## config.mk

```make
export PLATFORM = sky130hd
export DESIGN_NAME = mc_datapath
export DESIGN_NICKNAME = d
export VERILOG_FILES = /design/src/rtl/mips_pkg.sv /design/src/rtl/mc_datapath_regfile.sv /design/src/rtl/mc_datapath.sv
export SDC_FILE = /design/constraint.sdc
export NUM_CORES = 2
export LEC_CHECK = 0
export BUFFER_PORTS_ARGS = -buffer_cell sky130_fd_sc_hd__buf_4
export CAP_MARGIN = 30
export CORE_ASPECT_RATIO = 0.5
export CORE_MARGIN = 2
export CORE_UTILIZATION = 25
export DETAILED_ROUTE_END_ITERATION = 7
export PLACE_DENSITY = 0.4
export SKIP_CTS_REPAIR_TIMING = 1
export SLEW_MARGIN = 20
export SYNTH_ARGS = -nofsm -noshare
export SYNTH_HDL_FRONTEND = slang
export SYNTH_SLANG_ARGS = --single-unit
```

## constraint.sdc

```tcl
create_clock -name clk -period 77.7 [get_ports clk]
set_input_delay 15.54 -clock clk [delete_from_list [all_inputs] [get_ports clk]]
set_output_delay 15.54 -clock clk [all_outputs]
set_load 0.01 [all_outputs]
```

## src/rtl/mips_pkg.sv

```systemverilog
// ============================================================================
// mips_pkg : shared encodings and instruction field positions for the
//            multi-cycle MIPS control unit and datapath.
// Revision  : 1.0
// ============================================================================
`default_nettype none

package mips_pkg;

  localparam logic [2:0] ALU_ADD = 3'b010;
  localparam logic [2:0] ALU_SUB = 3'b110;
  localparam logic [2:0] ALU_AND = 3'b000;
  localparam logic [2:0] ALU_OR  = 3'b001;
  localparam logic [2:0] ALU_SLT = 3'b111;

  localparam logic [1:0] PCSRC_ALU     = 2'b00;
  localparam logic [1:0] PCSRC_ALUOUT  = 2'b01;
  localparam logic [1:0] PCSRC_JUMP    = 2'b10;
  localparam logic [1:0] PCSRC_ALU_ALT = 2'b11;

  localparam logic [1:0] SRCB_REG     = 2'b00;
  localparam logic [1:0] SRCB_FOUR    = 2'b01;
  localparam logic [1:0] SRCB_IMM     = 2'b10;
  localparam logic [1:0] SRCB_IMM_SH2 = 2'b11;

  localparam int OP_HI    = 31;
  localparam int OP_LO    = 26;
  localparam int RS_HI    = 25;
  localparam int RS_LO    = 21;
  localparam int RT_HI    = 20;
  localparam int RT_LO    = 16;
  localparam int RD_HI    = 15;
  localparam int RD_LO    = 11;
  localparam int FUNCT_HI = 5;
  localparam int FUNCT_LO = 0;
  localparam int IMM_HI   = 15;
  localparam int JADDR_HI = 25;

  // Unsupported control codes yield zero rather than an arbitrary result.
  function automatic logic [31:0] alu_op(input logic [31:0] a, input logic [31:0] b,
                                         input logic [2:0] ctl);
    logic [31:0] res;
    res = '0;
    case (ctl)
      ALU_ADD: res = a + b;
      ALU_SUB: res = a - b;
      ALU_AND: res = a & b;
      ALU_OR:  res = a | b;
      ALU_SLT: res = ($signed(a) < $signed(b)) ? 32'h1 : 32'h0;
      default: res = '0;
    endcase
    return res;
  endfunction

endpackage

`default_nettype wire

```

## src/rtl/mc_datapath_regfile.sv

```systemverilog
// ============================================================================
// regfile : 32 x 32 register file, two combinational read ports, one write
//           port, register 0 hard-wired to zero, asynchronous clear.
// Revision : 1.0
// ============================================================================
`default_nettype none

module regfile
  import mips_pkg::*;
#(
  parameter int WIDTH = 32
) (
  input  logic             clk,
  input  logic             reset,
  input  logic [4:0]       ra1,
  input  logic [4:0]       ra2,
  input  logic [4:0]       wa,
  input  logic             we,
  input  logic [WIDTH-1:0] wd,
  output logic [WIDTH-1:0] rd1,
  output logic [WIDTH-1:0] rd2
);

  logic [WIDTH-1:0] r_regs [32];

  always_ff @(posedge clk or posedge reset) begin
    if (reset) begin
      for (int i = 0; i < 32; i++) r_regs[i] <= '0;
    end else if (we && (wa != 5'd0)) begin
      r_regs[wa] <= wd;
    end
  end

  // No write bypass: a same-cycle read sees the pre-write contents.
  assign rd1 = (ra1 == 5'd0) ? '0 : r_regs[ra1];
  assign rd2 = (ra2 == 5'd0) ? '0 : r_regs[ra2];

endmodule

`default_nettype wire

```

## src/rtl/mc_datapath.sv

```systemverilog
// ============================================================================
// mc_datapath : multi-cycle MIPS datapath holding PC, IR, MDR, A, B, ALUOut
//               and the register file; executes control-unit micro-ops.
// Revision    : 1.0
// ============================================================================
`default_nettype none

module mc_datapath
  import mips_pkg::*;
#(
  parameter int                WIDTH    = 32,
  parameter logic [WIDTH-1:0]  RESET_PC = '0
) (
  input  logic             clk,
  input  logic             reset,
  input  logic             MemtoReg,
  input  logic             RegDst,
  input  logic             IorD,
  input  logic             ALUSrcA,
  input  logic [1:0]       PCSrc,
  input  logic [1:0]       ALUSrcB,
  input  logic             IRWrite,
  input  logic             RegWrite,
  input  logic             PCEn,
  input  logic [2:0]       ALUControl,
  input  logic [WIDTH-1:0] ReadData,
  output logic [WIDTH-1:0] Adr,
  output logic [WIDTH-1:0] WriteData,
  output logic [5:0]       OPCode,
  output logic [5:0]       Funct,
  output logic             Zero
);

  logic [WIDTH-1:0] r_pc, r_ir, r_data, r_a, r_b, r_aluout;
  logic [WIDTH-1:0] w_rd1, w_rd2, w_wd, w_sign_imm, w_jump;
  logic [WIDTH-1:0] w_src_a, w_src_b, w_alu_result, w_pc_next;
  logic [4:0]       w_wa;

  assign w_wa       = RegDst ? r_ir[RD_HI:RD_LO] : r_ir[RT_HI:RT_LO];
  assign w_wd       = MemtoReg ? r_data : r_aluout;
  assign w_sign_imm = {{16{r_ir[IMM_HI]}}, r_ir[IMM_HI:0]};
  assign w_jump     = {r_pc[31:28], r_ir[JADDR_HI:0], 2'b00};

  regfile #(.WIDTH(WIDTH)) u_regfile (
    .clk   (clk),
    .reset (reset),
    .ra1   (r_ir[RS_HI:RS_LO]),
    .ra2   (r_ir[RT_HI:RT_LO]),
    .wa    (w_wa),
    .we    (RegWrite),
    .wd    (w_wd),
    .rd1   (w_rd1),
    .rd2   (w_rd2)
  );

  always_comb begin
    w_src_a = ALUSrcA ? r_a : r_pc;
    case (ALUSrcB)
      SRCB_REG:  w_src_b = r_b;
      SRCB_FOUR: w_src_b = 32'd4;
      SRCB_IMM:  w_src_b = w_sign_imm;
      default:   w_src_b = {w_sign_imm[WIDTH-3:0], 2'b00};
    endcase
    w_alu_result = alu_op(w_src_a, w_src_b, ALUControl);
    case (PCSrc)
      PCSRC_ALUOUT: w_pc_next = r_aluout;
      PCSRC_JUMP:   w_pc_next = w_jump;
      default:      w_pc_next = w_alu_result;
    endcase
  end

  always_ff @(posedge clk or posedge reset) begin
    if (reset) begin
      r_pc     <= RESET_PC;
      r_ir     <= '0;
      r_data   <= '0;
      r_a      <= '0;
      r_b      <= '0;
      r_aluout <= '0;
    end else begin
      if (PCEn)    r_pc <= w_pc_next;
      if (IRWrite) r_ir <= ReadData;
      r_data   <= ReadData;
      r_a      <= w_rd1;
      r_b      <= w_rd2;
      r_aluout <= w_alu_result;
    end
  end

  assign Adr       = IorD ? r_aluout : r_pc;
  assign WriteData = r_b;
  assign OPCode    = r_ir[OP_HI:OP_LO];
  assign Funct     = r_ir[FUNCT_HI:FUNCT_LO];
  assign Zero      = (w_alu_result == '0);

endmodule

`default_nettype wire
```

# After elaboration in Yosys (flattened, before gate mapping)
# Index checks and enable logic that the tools add are counted.
# op_classes
n_eq_ne	8
n_reduce_logical	9
n_addsub	2
n_bitwise	6
n_mux	19
n_lt_le_gt_ge	5
# ops
operator	n
$bwmux 1024	1
$bmux 32 s5	2
$mux 32	10
$demux 32 s5	1
$pmux 32 s5	1
$pmux 32 s3	1
$pmux 32 s2	1
$add 32x32->32	1
$and 32x32->32	1
$logic_not 32->1	1
$lt 32x32->1	1
$or 32x32->32	1
$sub 32x32->32	1
$ge 6x6->1 const B	3
$not 5->6	3
$logic_not 5->1	2
$eq 3x3->1 const B	2
$lt 6x1->1 const B	1
$mux 5	1
$reduce_bool 5->1	1
$eq 2x1->1 const B	2
$eq 2x2->1 const B	2
$eq 3x1->1 const B	1
$eq 3x2->1 const B	1
6 further kinds	7
# totals
ff_bits	1216

# Depth between registers and ports, before layout
# logic_depth
depth_word	7
mapped_depth	19
mapped_depth_nobuf	16

# Hierarchy
# From an unflattened synthesis, not the netlist that was laid out.
# unflattened
hier_cells	5200
area_unflattened_um2	67872.6
# modules_own_cells
module	n_inst	area_per_inst_um2	seq_area_each_um2	cells_per_inst
regfile	1	54656.2	25624.6	3797
mc_datapath	1	13216.4	4804.6	1403

# Worst setup path before layout
# No wires, ideal clock.
# synth_timing
path_kind	input port to output port
start	in ALUSrcB[1]
end	out Zero
arrival_time_ps	19576
n_path_buf	2
cell_stages	18
path_slack_ps	42584
path_cell_list	clkbuf_1 -> clkbuf_1 -> mux2i_1 -> nor2_1 -> ha_1 -> inv_1 -> fa_1 -> nand2b_1 -> a21oi_1 -> o21ai_1 -> a2111oi_1 -> nor2_1 -> nor4_1 -> o32ai_2 -> nor4_2 -> and4_1 -> nand4_1 -> nor4_2
# synth_between
elab_cells_between_ends	12
classes_between	add/sub: 2; order compare: 1; eq/ne: 2; mux: 3; bitwise: 2; reduce/logical: 2
# synth_rtl
element	line	rtl
start, declared	mc_datapath.sv:21	input logic [1:0] ALUSrcB,
$eq 2x2->1 (tied with other cells)	mc_datapath.sv:58	case (ALUSrcB)
$pmux 32 s3 (*)	mc_datapath.sv:58	
$sub 32x32->32 (tied with other cells)	mips_pkg.sv:46	ALU_SUB: res = a - b;
$pmux 32 s5 (*)	mips_pkg.sv:44	case (ctl)
via w_alu_result[24]	mc_datapath.sv:36	logic [WIDTH-1:0] w_src_a, w_src_b, w_alu_result, w_pc_next;
$logic_not 32->1 (*)	mc_datapath.sv:94	assign Zero = (w_alu_result == '0);
end, declared	mc_datapath.sv:31	output logic Zero
# The timed path passes the listed nets; every way through them passes the cells marked *.

# Worst setup path after layout
# Ends and elaborated chain as after synthesis.

==> impl_metrics.py <==
metrics = {
    "logic_synthesis": {
        "synth-seq-area-share_pct": 46.74,
        "syn_nets": 6062,
        "ys_warn_count": 0,
        "ys_types": 89,
        "async_reset_ff_share_pct": 100.0,
        "synth_area_sq_um": 65110,
        "avgSynthCellArea_sq_um": 11.02,
        "synth-edff-count": 0,
        "synthFlopType": "dfrtp_1",
        "netlist_instances": 5908,
        "ys_ff_latch": 1216,
    },
    "worst_setup_path": {
        "r2r_slack_ps": 72650,
        "cp_max_fo": 20,
        "critPathLaunchType": "input port",
        "worstSetupPathType": "in2out",
        "r2r_end": "r_pc[29]",
        "cp.required_ps": 62160,
        "r2r-start": "r_ir[15]",
        "reg2reg_depth": 14,
        "cp-end-kind": "output port",
        "crit_arrival_ps": 20710,
    },
    "clock_tree": {
        "cts_sinks": 1216,
        "clkTransAtPathRegs_ps": 60,
        "cts_made_buffers": 139,
        "cts_root_buf": "clkbuf_16",
        "h-tree-depth": 4,
        "cts_tree": "done",
        "insertion_delay_ps": 800,
        "cts_buffer_depth": 3,
    },
    "status": {
        "status": "finished, final reports clean",
    },
    "drt": {
        "routed_wl_mm": 259.5,
        "wl_met3_mm": 14.41,
        "avgViaCountPerCell": 5.159,
        "met2WireLength_mm": 116.9,
        "top_layer": "met4",
        "drcViolationCount": 0,
        "dr.pass1.iters": 5,
        "wl_met1_mm": 122.9,
        "vias": 48150,
        "wire_per_inst_microns": 27.80,
        "final_antenna_net_count": 0,
        "drt_iter0_markers": 4489,
    },
    "floorplanning": {
        "fp.dieW_microns": 725.7,
        "dieArea_sq_um": 264800,
        "num_rows": 132,
        "fp.dieH_microns": 364.9,
        "core-area_sq_um": 259000,
        "ios": 125,
        "start_util_pct": 25.14,
    },
    "timing": {
        "layout_min_cycle_time_ps": 36250,
        "relSlewSlack_pct": 30.51,
        "skew_ps": 30.62,
        "timing.fmax_ghz": 0.02759,
        "rsz0062_at_grt": "no",
        "min_period_over_period_pct": 46.65,
        "tightest_slew_ps": 1042,
        "whs_ps": 392.9,
        "setup_violations": 0,
        "hold_viol": 0,
        "tns_ps": 0,
        "slew_violations": 0,
    },
    "hold_path": {
        "whs_path_depth": 0,
        "hp-start": "u_regfile.r_regs[1009]",
        "min_to": "u_regfile.r_regs[1009]",
        "holdCritPathClass": "reg2reg",
    },
    "placement": {
        "io_buffers": 124,
        "hpwl_mm": 161.5,
        "place.gp.congestion": 0.8398,
    },
    "global_routing": {
        "grt-ovfl-total": 0,
        "grt_pass1_vias": 48020,
        "grt_usage_pct": 19.38,
        "grt_max_degree": 148,
        "grt_antenna_before_repair": 10,
        "grt_pass1_wl_mm": 372.6,
    },
    "finish": {
        "fin_nets": 5885,
        "drive_above_1_share_pct": 22.32,
        "area_growth_pct": 15.12,
        "filler_cell_count": 26810,
    },
    "pwr": {
        "ir_worst_vdd_mv": 0.02462,
        "cellPowerDensity_nw_per_um2": 39.50,
        "cellLeakagePower_uw": 0.03026,
    },
    "job": {
        "drv_cap": 0,
    },
}
==> cell usage after synthesis, types with 5 or more instances <==
master     instances  share of area, %
nor2_1          1220               7.0
mux2i_1          169               2.6
o31ai_1           10              0.12
dfrtp_1         1216                47
nand2b_1          15              0.14
ha_1             104               2.0
buf_1             83              0.48
a2111oi_0          6             0.081
a21o_1            26              0.30
nand2_1          130              0.75
xnor2_1            5             0.067
a211o_1           10              0.13
a221o_1            6             0.092
a221oi_1          32              0.43
nor3_1            28              0.22
o211a_1            5             0.077
a211oi_1          25              0.29
nor4_1             9             0.086
nand3b_1           5             0.058
o21ai_0           77              0.59
o21ai_1            9             0.069
o221ai_1          22              0.30
clkbuf_1         467               2.7
inv_1            102              0.59
or2_2              6             0.058
a22o_1             8              0.11
buf_4             13              0.15
o221a_2            6              0.10
and3_1             6             0.058
o211ai_1          24              0.28
nand3_1           19              0.15
o311ai_0           5             0.067
nand4_1            8             0.077
o21bai_1           9              0.10
mux2_2           133               2.3
or4_1              5             0.058
mux4_2           564                20
buf_2             27              0.21
a22oi_1           28              0.32
and2_1             8             0.077
a31oi_1           38              0.37
a21oi_1         1086               8.3
o22ai_1           43              0.41
nor2b_1           20              0.19
==> worst max path at each step <==
stage	start	endpoint	slack, ps	cells past startpoint
6_report	ALUSrcB[1]	Zero	41450	17
5_1_grt	ALUSrcB[1]	Zero	41050	17
4_1_cts	ALUSrcB[1]	Zero	41500	17
3_5_place_dp	ALUSrcB[1]	Zero	41510	17
3_3_place_gp	ALUSrcB[1]	Zero	41460	17
2_1_floorplan	reset	WriteData[0]	27900	1
==> worst max-delay path: stages <==
cell       delay, ps
buf_4            340
and2_1           810
a21oi_1           70
o21ai_0          280
ha_1             450
a21oi_1          400
o21ai_0          210
or2_2            350
a2111oi_4        590
o21ai_0          190
a31oi_1          180
o21ai_0          220
nor4_2           190
and4_1           280
nand4_1          170
nor4_2           240
buf_4            180
==> kinds of logic after synthesis <==
logic type / after synthesis / synth area share [%]
xor+xnor: 5 / 0.06726
buf+inv: 693 / 4.134
simple gates: 1501 / 9.242
compound gates: 1520 / 13.33
fa+ha+maj: 106 / 2.060
mux: 867 / 24.43
flops: 1216 / 46.74
==> stage by stage <==
stage / total power [uW] / instances / util (%) / area [sq um] / setup slack (ps)
after floorplan: 1896 / 5908 / - / 65110 / 27900
after global placement: 2261 / 9054 / 26.97 / 69850 / 41460
after detailed placement: 2283 / 9072 / 27.15 / 70300 / 41510
after CTS: 2972 / 9323 / 28.91 / 74870 / 41500
after global routing: 3148 / 9326 / 28.94 / 74940 / 41050
final: 2961 / 9333 / 28.94 / 74950 / 41450
==> cell type report <==
type | instances | area [sq um] | share of cell area (%)
inverters | 102 | 390.4 | 0.5208
flip-flops and latches | 1216 | 30470 | 40.65
clock inverters | 54 | 568.0 | 0.7579
repair buffers | 273 | 2537 | 3.385
well taps | 3484 | 4359 | 5.816
clock buffers | 197 | 4000 | 5.337
multi-input cells | 3999 | 32610 | 43.51
diodes | 8 | 20.02 | 0.02671
==> placed cells by master (no fill, tap or decap), drive strengths merged, types with 26 or more instances in the layout <==
cell	instances
a211oi	26
a21oi	1089
ha	104
nand2	130
inv	112
a221oi	35
a31oi	38
mux4	564
clkbuf	197
o21ai	86
mux2	134
clkinv	34
mux2i	169
a21o	26
a22oi	28
buf	273
o22ai	43
nor3	28
dfrtp	1216
nor2	1221
==> report_power, final <==
group	leakage (uW)	internal (uW)	switching, uW
clock	0.00226	382	294
sequential	0.0147	925	271
combinational	0.0133	544	543
total	0.0303	1850	1110
==> flip-flops by register name, indices dropped and copies added, names as in the netlist <==
signal and cells:
WriteData 32, r_data 32, r_a 32, u_regfile.r_regs 1024, r_aluout 32, r_ir 32
r_pc 32
==> metal layers <==
| layer | GRT usage (%) | up-vias |
|---|---|---|
| met2 | 30.32 | 1335 |
| li1 | - | 21150 |
| met5 | 0 | - |
| met3 | 3.232 | 295 |
| met4 | 4.162 | 0 |
| met1 | 28.18 | 25370 |
Note: power is estimated with default switching activity, not from simulation.
